--- config.mk ---
export PLATFORM = sky130hd
export DESIGN_NAME = wb_data_mem_router
export DESIGN_NICKNAME = d
export VERILOG_FILES = /design/src/rtl/wb_router_pkg.sv /design/src/rtl/wb_data_mem_router.sv
export SDC_FILE = /design/constraint.sdc
export NUM_CORES = 1
export LEC_CHECK = 0
export CORE_MARGIN = 4
export CORE_UTILIZATION = 38
export CTS_BUF_LIST = sky130_fd_sc_hd__clkbuf_16
export CTS_CLUSTER_DIAMETER = 120
export DETAILED_ROUTE_END_ITERATION = 10
export MAX_ROUTING_LAYER = met4
export PLACE_DENSITY = 0.87
export SLEW_MARGIN = 5
export SYNTH_ARGS = -nofsm -noshare
export SYNTH_HDL_FRONTEND = slang
export SYNTH_SLANG_ARGS = --single-unit
--- constraint.sdc ---
create_clock -name clk_core -period 4.22 [get_ports clk_core]
set_clock_uncertainty 0.1 [all_clocks]
set_input_delay 0.844 -clock clk_core [delete_from_list [all_inputs] [get_ports clk_core]]
set_output_delay 0.844 -clock clk_core [all_outputs]
set_load 0.03 [all_outputs]
--- src/rtl/wb_router_pkg.sv ---
// Shared types and helpers for the Wishbone data-memory router.
package wb_router_pkg;

    typedef enum logic [1:0] {
        ST_IDLE = 2'd0,
        ST_BUSY = 2'd1,
        ST_RESP = 2'd2
    } state_e;

    localparam logic [31:0] TIMEOUT_DATA_DEFAULT = 32'hDEAD_BEEF;
    localparam int unsigned WDOG_W               = 16;
    localparam int unsigned DEC_W                = 64;

    // True when the masked address lands in the m1 window.
    function automatic logic addr_in_m1(input logic [DEC_W-1:0] addr,
                                        input logic [DEC_W-1:0] base,
                                        input logic [DEC_W-1:0] mask);
        return (addr & mask) == base;
    endfunction

endpackage

--- src/rtl/wb_data_mem_router.sv ---
// Routes single Wishbone-classic core transactions to m0 or m1 by address,
// returns one ack per request and aborts slave accesses that never ack.
module wb_data_mem_router
    import wb_router_pkg::*;
#(
    parameter int unsigned           DATA_WIDTH     = 32,
    parameter int unsigned           ADDR_WIDTH     = 32,
    parameter logic [ADDR_WIDTH-1:0] M1_BASE        = ADDR_WIDTH'(32'h0010_0000),
    parameter logic [ADDR_WIDTH-1:0] M1_MASK        = ADDR_WIDTH'(32'hFFF0_0000),
    parameter int unsigned           TIMEOUT_CYCLES = 255,
    parameter logic [DATA_WIDTH-1:0] TIMEOUT_DATA   = DATA_WIDTH'(TIMEOUT_DATA_DEFAULT)
) (
    input  logic                  clk_core,
    input  logic                  rst_core,
    input  logic                  s_cyc_i,
    input  logic                  s_stb_i,
    input  logic                  s_we_i,
    input  logic [ADDR_WIDTH-1:0] s_addr_i,
    input  logic [DATA_WIDTH-1:0] s_data_i,
    output logic [DATA_WIDTH-1:0] s_data_o,
    output logic                  s_ack_o,
    output logic                  m0_cyc_o,
    output logic                  m0_stb_o,
    output logic                  m0_we_o,
    output logic [ADDR_WIDTH-1:0] m0_addr_o,
    output logic [DATA_WIDTH-1:0] m0_data_o,
    input  logic [DATA_WIDTH-1:0] m0_data_i,
    input  logic                  m0_ack_i,
    output logic                  m1_cyc_o,
    output logic                  m1_stb_o,
    output logic                  m1_we_o,
    output logic [ADDR_WIDTH-1:0] m1_addr_o,
    output logic [DATA_WIDTH-1:0] m1_data_o,
    input  logic [DATA_WIDTH-1:0] m1_data_i,
    input  logic                  m1_ack_i,
    output logic                  timeout_o,
    output logic [WDOG_W-1:0]     timeout_count_o
);

    localparam logic [WDOG_W-1:0] WD_LAST = WDOG_W'(TIMEOUT_CYCLES - 1);

    state_e                state_q, state_d;
    logic [ADDR_WIDTH-1:0] addr_q, addr_d;
    logic [DATA_WIDTH-1:0] wdata_q, wdata_d;
    logic [DATA_WIDTH-1:0] rdata_q, rdata_d;
    logic                  we_q, we_d;
    logic                  sel_q, sel_d;
    logic                  abort_q, abort_d;
    logic                  tmo_q, tmo_d;
    logic [WDOG_W-1:0]     wd_q, wd_d;
    logic [WDOG_W-1:0]     tcnt_q, tcnt_d;

    logic                  slv_ack;
    logic [DATA_WIDTH-1:0] slv_data;
    logic                  abort_now;
    logic                  busy0;
    logic                  busy1;

    // Only the selected slave can complete the access; a core abort is sticky.
    assign slv_ack   = sel_q ? m1_ack_i : m0_ack_i;
    assign slv_data  = sel_q ? m1_data_i : m0_data_i;
    assign abort_now = abort_q | ~s_cyc_i;

    // State and datapath registers.
    always_ff @(posedge clk_core or posedge rst_core) begin
        if (rst_core) begin
            state_q <= ST_IDLE;
            addr_q  <= '0;
            wdata_q <= '0;
            rdata_q <= '0;
            we_q    <= 1'b0;
            sel_q   <= 1'b0;
            abort_q <= 1'b0;
            tmo_q   <= 1'b0;
            wd_q    <= '0;
            tcnt_q  <= '0;
        end else begin
            state_q <= state_d;
            addr_q  <= addr_d;
            wdata_q <= wdata_d;
            rdata_q <= rdata_d;
            we_q    <= we_d;
            sel_q   <= sel_d;
            abort_q <= abort_d;
            tmo_q   <= tmo_d;
            wd_q    <= wd_d;
            tcnt_q  <= tcnt_d;
        end
    end

    // Next-state logic: accept, wait for ack or watchdog, then respond.
    always_comb begin
        state_d = state_q;
        addr_d  = addr_q;
        wdata_d = wdata_q;
        rdata_d = rdata_q;
        we_d    = we_q;
        sel_d   = sel_q;
        abort_d = abort_q;
        tmo_d   = 1'b0;
        wd_d    = wd_q;
        tcnt_d  = tcnt_q;
        case (state_q)
            ST_IDLE: begin
                if (s_cyc_i && s_stb_i) begin
                    addr_d  = s_addr_i;
                    wdata_d = s_data_i;
                    we_d    = s_we_i;
                    sel_d   = addr_in_m1(DEC_W'(s_addr_i), DEC_W'(M1_BASE), DEC_W'(M1_MASK));
                    abort_d = 1'b0;
                    wd_d    = '0;
                    state_d = ST_BUSY;
                end
            end
            ST_BUSY: begin
                abort_d = abort_now;
                if (slv_ack) begin
                    rdata_d = we_q ? '0 : slv_data;
                    state_d = abort_now ? ST_IDLE : ST_RESP;
                end else if (wd_q == WD_LAST) begin
                    rdata_d = we_q ? '0 : TIMEOUT_DATA;
                    tmo_d   = 1'b1;
                    if (tcnt_q != '1) begin
                        tcnt_d = tcnt_q + WDOG_W'(1);
                    end
                    state_d = abort_now ? ST_IDLE : ST_RESP;
                end else begin
                    wd_d = wd_q + WDOG_W'(1);
                end
            end
            ST_RESP: begin
                state_d = ST_IDLE;
            end
            default: begin
                state_d = ST_IDLE;
            end
        endcase
    end

    // Slave buses are driven from the latched request only while BUSY.
    assign busy0     = (state_q == ST_BUSY) && !sel_q;
    assign busy1     = (state_q == ST_BUSY) &&  sel_q;

    assign m0_cyc_o  = busy0;
    assign m0_stb_o  = busy0;
    assign m0_we_o   = busy0 & we_q;
    assign m0_addr_o = busy0 ? addr_q  : '0;
    assign m0_data_o = busy0 ? wdata_q : '0;

    assign m1_cyc_o  = busy1;
    assign m1_stb_o  = busy1;
    assign m1_we_o   = busy1 & we_q;
    assign m1_addr_o = busy1 ? addr_q  : '0;
    assign m1_data_o = busy1 ? wdata_q : '0;

    assign s_ack_o         = (state_q == ST_RESP);
    assign s_data_o        = rdata_q;
    assign timeout_o       = tmo_q;
    assign timeout_count_o = tcnt_q;

endmodule

==> results of run 1 <==
-- cell type report --
cell class                      instances  area (um^2)
Fill cell                            1516         7180
Inverter                                6         26.3
Timing Repair Buffer                  332         3300
Sequential cell                       134         3360
Multi-Input combinational cell        580         3560
Tap cell                              229          287
Clock buffer                           17          425
Clock inverter                         15          130
-- worst reg2reg max path, stage by stage (launching register included) --
cell,delay (ns)
sky130_fd_sc_hd__dfrtp_4,0.49
sky130_fd_sc_hd__buf_4,0.44
sky130_fd_sc_hd__mux2_2,0.60
sky130_fd_sc_hd__o21ai_0,0.28
sky130_fd_sc_hd__o21ai_0,0.28
sky130_fd_sc_hd__buf_4,0.25
sky130_fd_sc_hd__inv_1,0.18
sky130_fd_sc_hd__a31oi_1,0.12
-- cells in the mapped netlist (4+ instances only) --
cell type,instances
sky130_fd_sc_hd__a21oi_1,29
sky130_fd_sc_hd__a31oi_1,9
sky130_fd_sc_hd__and2_1,67
sky130_fd_sc_hd__and3_1,71
sky130_fd_sc_hd__buf_1,4
sky130_fd_sc_hd__buf_2,7
sky130_fd_sc_hd__clkbuf_1,42
sky130_fd_sc_hd__dfrtp_1,134
sky130_fd_sc_hd__inv_1,6
sky130_fd_sc_hd__mux2_2,5
sky130_fd_sc_hd__mux2_4,21
sky130_fd_sc_hd__mux2i_1,32
sky130_fd_sc_hd__nand2_1,213
sky130_fd_sc_hd__nand3_1,16
sky130_fd_sc_hd__nand4_1,9
sky130_fd_sc_hd__nor2_1,17
sky130_fd_sc_hd__o21ai_0,22
sky130_fd_sc_hd__o2bb2ai_1,8
sky130_fd_sc_hd__xnor2_1,12
-- power breakdown --
part / switching (uW) / internal [uW]
clock network: 579 / 811
logic: 872 / 751
registers: 235 / 1570
total: 1690 / 3140
-- cell families (layout without fill, tap and decap cells) --
group | Yosys count | count (layout) | synth area share (%)
AND/OR/NAND/NOR | 420 | 420 | 29.5
buffers and inverters | 64 | 370 | 4.13
XOR/XNOR | 14 | 14 | 1.71
AO/OA/AOI/OAI | 83 | 83 | 7.46
multiplexers | 60 | 60 | 9.99
adder cells (fa/ha/maj) | 3 | 3 | 0.523
flip-flops | 134 | 134 | 46.7
-- cells in the final DEF, fill, tap and decap left out, types with 8 or more instances in the layout --
cell | netlist | layout
sky130_fd_sc_hd__and3_1 | 71 | 71
sky130_fd_sc_hd__buf_4 | 2 | 13
sky130_fd_sc_hd__o2bb2ai_1 | 8 | 8
sky130_fd_sc_hd__nor2_1 | 17 | 16
sky130_fd_sc_hd__mux2i_1 | 32 | 32
sky130_fd_sc_hd__mux2_4 | 21 | 21
sky130_fd_sc_hd__clkdlybuf4s50_1 | 0 | 318
sky130_fd_sc_hd__nand2_1 | 213 | 213
sky130_fd_sc_hd__a21oi_1 | 29 | 29
sky130_fd_sc_hd__a31oi_1 | 9 | 9
sky130_fd_sc_hd__nand4_1 | 9 | 9
sky130_fd_sc_hd__and2_1 | 67 | 67
sky130_fd_sc_hd__dfrtp_1 | 134 | 133
sky130_fd_sc_hd__xnor2_1 | 12 | 12
sky130_fd_sc_hd__nand3_1 | 16 | 16
sky130_fd_sc_hd__clkbuf_16 | 0 | 17
sky130_fd_sc_hd__o21ai_0 | 22 | 22
-- sequential cells by signal, indices dropped and copies added, names as in the netlist --
signal           cells
s_data_o            32
state_q              2
addr_q              32
timeout_count_o     16
wdata_q             32
sel_q                1
abort_q              1
timeout_o            1
wd_q                16
we_q                 1
-- final timing paths --
path                                      endpoint  slack (ns)  depth (start not counted)
setup / recovery                     m0_data_o[12]        0.71                          5
hold / removal              state_q[1]$_DFFE_PP0P_        0.33                          1
setup reg to reg               wd_q[5]$_DFFE_PP0P_        1.35                          7
hold reg to reg             state_q[1]$_DFFE_PP0P_        0.33                          1
max in group asynchronous        sel_q$_DFFE_PP0P_        2.42                          3
min in group asynchronous  s_data_o[2]$_DFFE_PP0P_        0.74                          2
-- through the flow --
step | power [uW] | utilization, % | cells | hold slack (ns)
3_3_place_gp | 3410 | 57.6 | 1281 | 0.312
4_1_cts | 4880 | 60.7 | 1313 | 0.331
2_1_floorplan | 2700 | - | 778 | 0.308
6_report | 4820 | 60.7 | 1313 | 0.331
3_5_place_dp | 3450 | 57.6 | 1281 | 0.325
5_1_grt | 5060 | 60.7 | 1313 | 0.368
-- metal layers --
layer	track usage (%)	vias to the layer above
met5	-	-
met3	6.10	41
li1	-	3206
met2	37.2	309
met4	7.83	0
met1	27.0	3182
==> Flow_metrics.wiki, run 1 <==
{| class="wikitable"
! Metric !! Value
|-
| Arrival time of data at the critical path endpoint || 2.56 ns
|-
| M1 WL || 9.76 mm
|-
| Result of the run || finished clean
|-
| Share of the clock period used by the worst path || 83.1%
|-
| Syn Std Cell Area || 7180 um^2
|-
| Crit path largest cell delay || 0.70 ns
|-
| Fmax || 285 MHz
|-
| Count of unique library cells instantiated by Yosys || 54
|-
| Final cell area excluding filler cells || 11100 um^2
|-
| Setup violators final || 0
|-
| Sequential element share of the synthesized area || 46.7%
|-
| Post-CTS Hold Buffers || 0
|-
| CTS Root Buffer Type || sky130_fd_sc_hd__clkbuf_16
|-
| Met3 routed wirelength || 1.57 mm
|-
| Post-synth ARST share || 100%
|-
| Register bit total from synthesis || 134
|-
| Top routing layer in use || met4
|-
| Setup repair after global routing missed its margin || false
|-
| Worst max-slew margin expressed relative to the limit || 53.2%
|-
| Total met2 wirelength after detailed routing || 11.6 mm
|-
| Cell Chain, Critical Path || nand2b_1, nor2_4, buf_4, and2_1, clkdlybuf4s50_1
|-
| Reg2reg start || sel_q$_DFFE_PP0P_
|-
| Post-route DRC || 0
|-
| Final net count || 1209
|-
| Min Clock Period, post-route || 3.51 ns
|-
| Reported max-cap violation count || 0
|-
| Highest-delay cell along the critical path || sky130_fd_sc_hd__clkdlybuf4s50_1
|-
| Gate count after technology mapping || 778
|-
| Most used DFF post-synth || sky130_fd_sc_hd__dfrtp_1
|-
| Average vias per placed instance || 5.13
|-
| Worst IR drop on VDD || 0.256 mV
|-
| Kind of path behind the tightest hold check || register to register
|-
| Total global routing overflow || 0
|-
| Gp weighted congestion || 0.878
|-
| Sort of element at the start of the critical path || register
|-
| Final worst slack || 0.714 ns
|-
| Antenna cells || 0
|-
| DRC violation total after the first TritonRoute iteration || 308
|-
| Critical path class || register to output port
|-
| IO buf count || 318
|-
| Die Area || 21100 um^2
|-
| Level count of the clock H-tree || 4
|-
| Kind of end point of the critical path || output port
|-
| Pin count of the biggest net entering global routing || 68
|-
| Leakage || 0.00494 uW
|-
| Cell types with the largest area share after synthesis || sky130_fd_sc_hd__dfrtp_1, sky130_fd_sc_hd__nand2_1, sky130_fd_sc_hd__and3_1, sky130_fd_sc_hd__and2_1, sky130_fd_sc_hd__mux2i_1
|-
| Power density over the cells || 435 nW/um^2
|-
| Number of cell rows || 49
|-
| Residual antenna-violating net count after detailed routing || 0
|-
| Number of buffers created by CTS || 17
|-
| DP Worst Slack || 1.12 ns
|-
| Core outline area || 18300 um^2
|-
| Total half-perimeter wirelength after legalization and detailed placement || 17.6 mm
|-
| Crit path buf inv count || 2
|-
| Reg clk slew, reported paths || 0.06 ns
|-
| Biggest area consumer among synthesized cells || sky130_fd_sc_hd__dfrtp_1
|-
| Setup TNS || 0 ns
|-
| Die boundary width || 145 um
|-
| Total routed wirelength || 23.6 mm
|-
| Iteration count of the initial detailed-routing pass || 4
|-
| Max clock buf depth || 2
|-
| Dominant delay contributor by cell family on the critical path || buffers and inverters
|-
| Area added between synthesis and finish || 54.5%
|-
| Warning count from the yosys run || 0
|-
| Avg Synthesized Cell Area || 9.22 um^2
|-
| Number of buffers inserted to repair setup after CTS || 0
|-
| Area of placed instances || 10500 um^2
|-
| Post-Synthesis Net Count || 916
|-
| Number of enable-type register cells in the synthesized netlist || 0
|-
| Total number of vias || 6738
|-
| Sinks on the clock net || 134
|-
| Die H || 145 um
|-
| Hold violation total from the final report || 0
|-
| Hold wc startpoint || abort_q$_DFFE_PP0P_
|-
| Resized cells post-CTS || 0
|-
| Area share of the largest cell type after synthesis || 46.7%
|-
| Layout cells sized above 1 || 8.67%
|-
| Starting utilization of the core area || 39.3%
|-
| Wire length of the first global-routing pass || 37.5 mm
|-
| Clock latency of the later-clocked register in the worst-skew pair || 0.41 ns
|-
| Worst setup path startpoint || state_q[1]$_DFFE_PP0P_
|-
| Number of global-route vias before repair || 6946
|-
| Pins over their slew limit || 0
|-
| Transition at the pin with the smallest max-transition slack || 0.702 ns
|-
| Number of antenna violations at the first check in global routing || 0
|-
| Required time of the critical path || 3.28 ns
|-
| Drt wl/cell || 17.9 um
|-
| Clock tree from TritonCTS || done
|-
| GRT Total Usage || 22.6%
|-
| Top-Level Pins || 319
|-
| Largest fanout of any net on the critical path || 67
|}
Power figures use the tool's default switching activity.
==> run 2: changes to the inputs <==
==> constraint.sdc (replaced) <==
create_clock -name clk_core -period 3.2 [get_ports clk_core]
set_clock_uncertainty 0.1 [all_clocks]
set_input_delay 0.64 -clock clk_core [delete_from_list [all_inputs] [get_ports clk_core]]
set_output_delay 0.64 -clock clk_core [all_outputs]
set_load 0.03 [all_outputs]
==> Flow_metrics.wiki, run 2 (synthesis results as in run 1) <==
{| class="wikitable"
! Metric !! Value
|-
| Die H || 145 um (unchanged)
|-
| Commonest cells after routing, fill and taps aside || sky130_fd_sc_hd__clkdlybuf4s50_1, sky130_fd_sc_hd__nand2_1, sky130_fd_sc_hd__dfrtp_1, sky130_fd_sc_hd__and3_1, sky130_fd_sc_hd__and2_1 (unchanged)
|-
| Largest fanout of any net on the critical path || 67 (unchanged)
|-
| Number of cell rows || 49 (unchanged)
|-
| Area of the multi-input gates || 3560 um^2 (unchanged)
|-
| Pins over their slew limit || 0 (unchanged)
|-
| Fmax || 322 MHz
|-
| Wire length of the first global-routing pass || 37.5 mm (about the same)
|-
| Die Area || 21100 um^2 (unchanged)
|-
| Residual antenna-violating net count after detailed routing || 0 (unchanged)
|-
| Total number of vias || 6790 (was 6738)
|-
| GRT Total Usage || 22.5% (was 22.6%)
|-
| Gp weighted congestion || 0.837 (was 0.878)
|-
| Number of buffers created by CTS || 17 (unchanged)
|-
| Total routed wirelength || 23.5 mm (was 23.6 mm)
|-
| Cell Chain, Critical Path || nand2b_1, nor2_4, buf_12, and2_1, clkdlybuf4s50_1 (was nand2b_1, nor2_4, buf_4, and2_1, clkdlybuf4s50_1)
|-
| Setup TNS || 0 ns (unchanged)
|-
| Critical path capture point || m0_data_o[23] (was m0_data_o[12])
|-
| Final Util || 61.2% (was 60.7%)
|-
| IO buf count || 318 (unchanged)
|-
| Reported max-cap violation count || 0 (unchanged)
|-
| Most common cell after layout, fill and taps aside || sky130_fd_sc_hd__clkdlybuf4s50_1 (unchanged)
|-
| Final net count || 1209 (unchanged)
|-
| Top-Level Pins || 319 (unchanged)
|-
| Die boundary width || 145 um (unchanged)
|-
| Clock tree from TritonCTS || done (unchanged)
|-
| Iteration count of the initial detailed-routing pass || 5 (was 4)
|-
| Max clock buf depth || 2 (unchanged)
|-
| Leakage || 0.00517 uW (was 0.00494 uW)
|-
| Core outline area || 18300 um^2 (unchanged)
|-
| Setup violators final || 0 (unchanged)
|-
| Drt wl/cell || 17.9 um (about the same)
|-
| Kind of path behind the tightest hold check || register to register (unchanged)
|-
| DRC violation total after the first TritonRoute iteration || 320 (was 308)
|-
| Layout cells sized above 1 || 9.50% (was 8.67%)
|-
| Endpoint of the worst-slack reg-to-reg timing path || timeout_count_o[1]$_DFFE_PP0P_ (was wd_q[5]$_DFFE_PP0P_)
|-
| Worst setup path startpoint || state_q[1]$_DFFE_PP0P_ (unchanged)
|-
| Average vias per placed instance || 5.17 (was 5.13)
|-
| Filler Cell Count || 1495 (was 1516)
|-
| Number of antenna violations at the first check in global routing || 0 (unchanged)
|-
| Power density over the cells || 579 nW/um^2 (was 435 nW/um^2)
|-
| Transition at the pin with the smallest max-transition slack || 0.790 ns (was 0.702 ns)
|-
| Reg clk slew, reported paths || 0.06 ns (about the same)
|-
| Sort of element at the start of the critical path || register (unchanged)
|-
| Level count of the clock H-tree || 4 (unchanged)
|-
| Number of buffers inserted to repair setup after CTS || 0 (unchanged)
|-
| Register-to-register path setup slack || 0.70 ns (was 1.35 ns)
|-
| Crit path largest cell delay || 0.67 ns (was 0.70 ns)
|-
| Starting utilization of the core area || 39.3% (unchanged)
|-
| Hold violation total from the final report || 0 (unchanged)
|-
| Worst IR drop on VDD || 0.346 mV (was 0.256 mV)
|-
| Result of the run || finished clean (unchanged)
|-
| Reg2reg start || sel_q$_DFFE_PP0P_ (unchanged)
|-
| Crit path buf inv count || 2 (unchanged)
|-
| Post-route DRC || 0 (unchanged)
|-
| Critical path class || register to output port (unchanged)
|-
| Critical path depth in cells || 5 (unchanged)
|-
| Highest-delay cell along the critical path || sky130_fd_sc_hd__clkdlybuf4s50_1 (unchanged)
|-
| Min Clock Period, post-route || 3.10 ns
|-
| Kind of end point of the critical path || output port (unchanged)
|-
| Antenna cells || 0 (unchanged)
|-
| Required time of the critical path || 2.46 ns (was 3.28 ns)
|-
| Share of the clock period used by the worst path || 97.0%
|-
| Non-filler instance count after layout || 1313 (unchanged)
|-
| Area of all sequential standard cells || 3360 um^2 (unchanged)
|-
| Number of global-route vias before repair || 6926 (was 6946)
|-
| Post-Place Cells || 1281 (unchanged)
|-
| Total global routing overflow || 0 (unchanged)
|-
| Arrival time of data at the critical path endpoint || 2.36 ns (was 2.56 ns)
|-
| CTS Root Buffer Type || sky130_fd_sc_hd__clkbuf_16 (unchanged)
|-
| Area added between synthesis and finish || 55.8% (was 54.5%)
|-
| Clock latency of the later-clocked register in the worst-skew pair || 0.41 ns (about the same)
|-
| FF-to-FF path depth || 6 (was 7)
|-
| Pin count of the biggest net entering global routing || 86 (was 68)
|-
| Worst max-slew margin expressed relative to the limit || 46.9% (was 53.2%)
|-
| Sinks on the clock net || 134 (unchanged)
|-
| Dominant delay contributor by cell family on the critical path || buffers and inverters (unchanged)
|-
| Total half-perimeter wirelength after legalization and detailed placement || 17.3 mm (was 17.6 mm)
|}
-- run 2: cell count changes in the layout (fill, tap and decap cells not counted), sizes merged --
cell           delta
bufinv            +2
clkinv            +3
buf              +12
dlymetal6s2s     +10
clkinvlp          -3
clkdlybuf4s50    -22
inv               -2
-- run 2: repair_timing --
item,CTS,global route
hold buffers,0,0
setup endpoints to repair,0,10
gates resized for setup,0,10
-- run 2: worst min-delay path by stage --
stage / start / endpoint / slack [ns] / cells past startpoint
floorplan: abort_q$_DFFE_PP0P_ / state_q[1]$_DFFE_PP0P_ / 0.31 / 1
global placement: abort_q$_DFFE_PP0P_ / state_q[1]$_DFFE_PP0P_ / 0.32 / 1
detailed placement: abort_q$_DFFE_PP0P_ / state_q[1]$_DFFE_PP0P_ / 0.32 / 1
CTS: abort_q$_DFFE_PP0P_ / state_q[1]$_DFFE_PP0P_ / 0.33 / 1
global route: abort_q$_DFFE_PP0P_ / state_q[1]$_DFFE_PP0P_ / 0.36 / 1
finish: abort_q$_DFFE_PP0P_ / state_q[1]$_DFFE_PP0P_ / 0.33 / 1
-- run 2: power breakdown --
group,switching [uW],internal [uW]
Combinational,1160,996
Sequential,293,2080
Clock,726,1210
-- run 2: stage by stage --
step                worst slack (ns)  hold slack (ns)  area [um^2]  power, uW
global route                 -0.0129            0.355        11200       6790
CTS                           0.0647            0.332        11200       6530
detailed placement             0.453            0.323        10600       4560
global placement               0.562            0.315        10600       4490
floorplan                      0.795            0.308         7180       3560
finish                        0.0955            0.334        11200       6470
-- run 2: layout make-up --
class	count	share of cell area [%]
Sequential cell	134	30.0
Timing Repair Buffer	332	30.0
Clock inverter	15	1.44
Inverter	6	0.235
Clock buffer	17	3.81
Multi-Input combinational cell	580	31.9
Tap cell	229	2.56
-- run 2: per-layer routing --
layer	vias up	global-route usage, %	share of wire, %
li1	3210	-	-
met1	3273	26.6	41
met2	273	37.7	50
met3	34	5.92	7.0
met4	0	7.41	2.2
met5	-	-	0
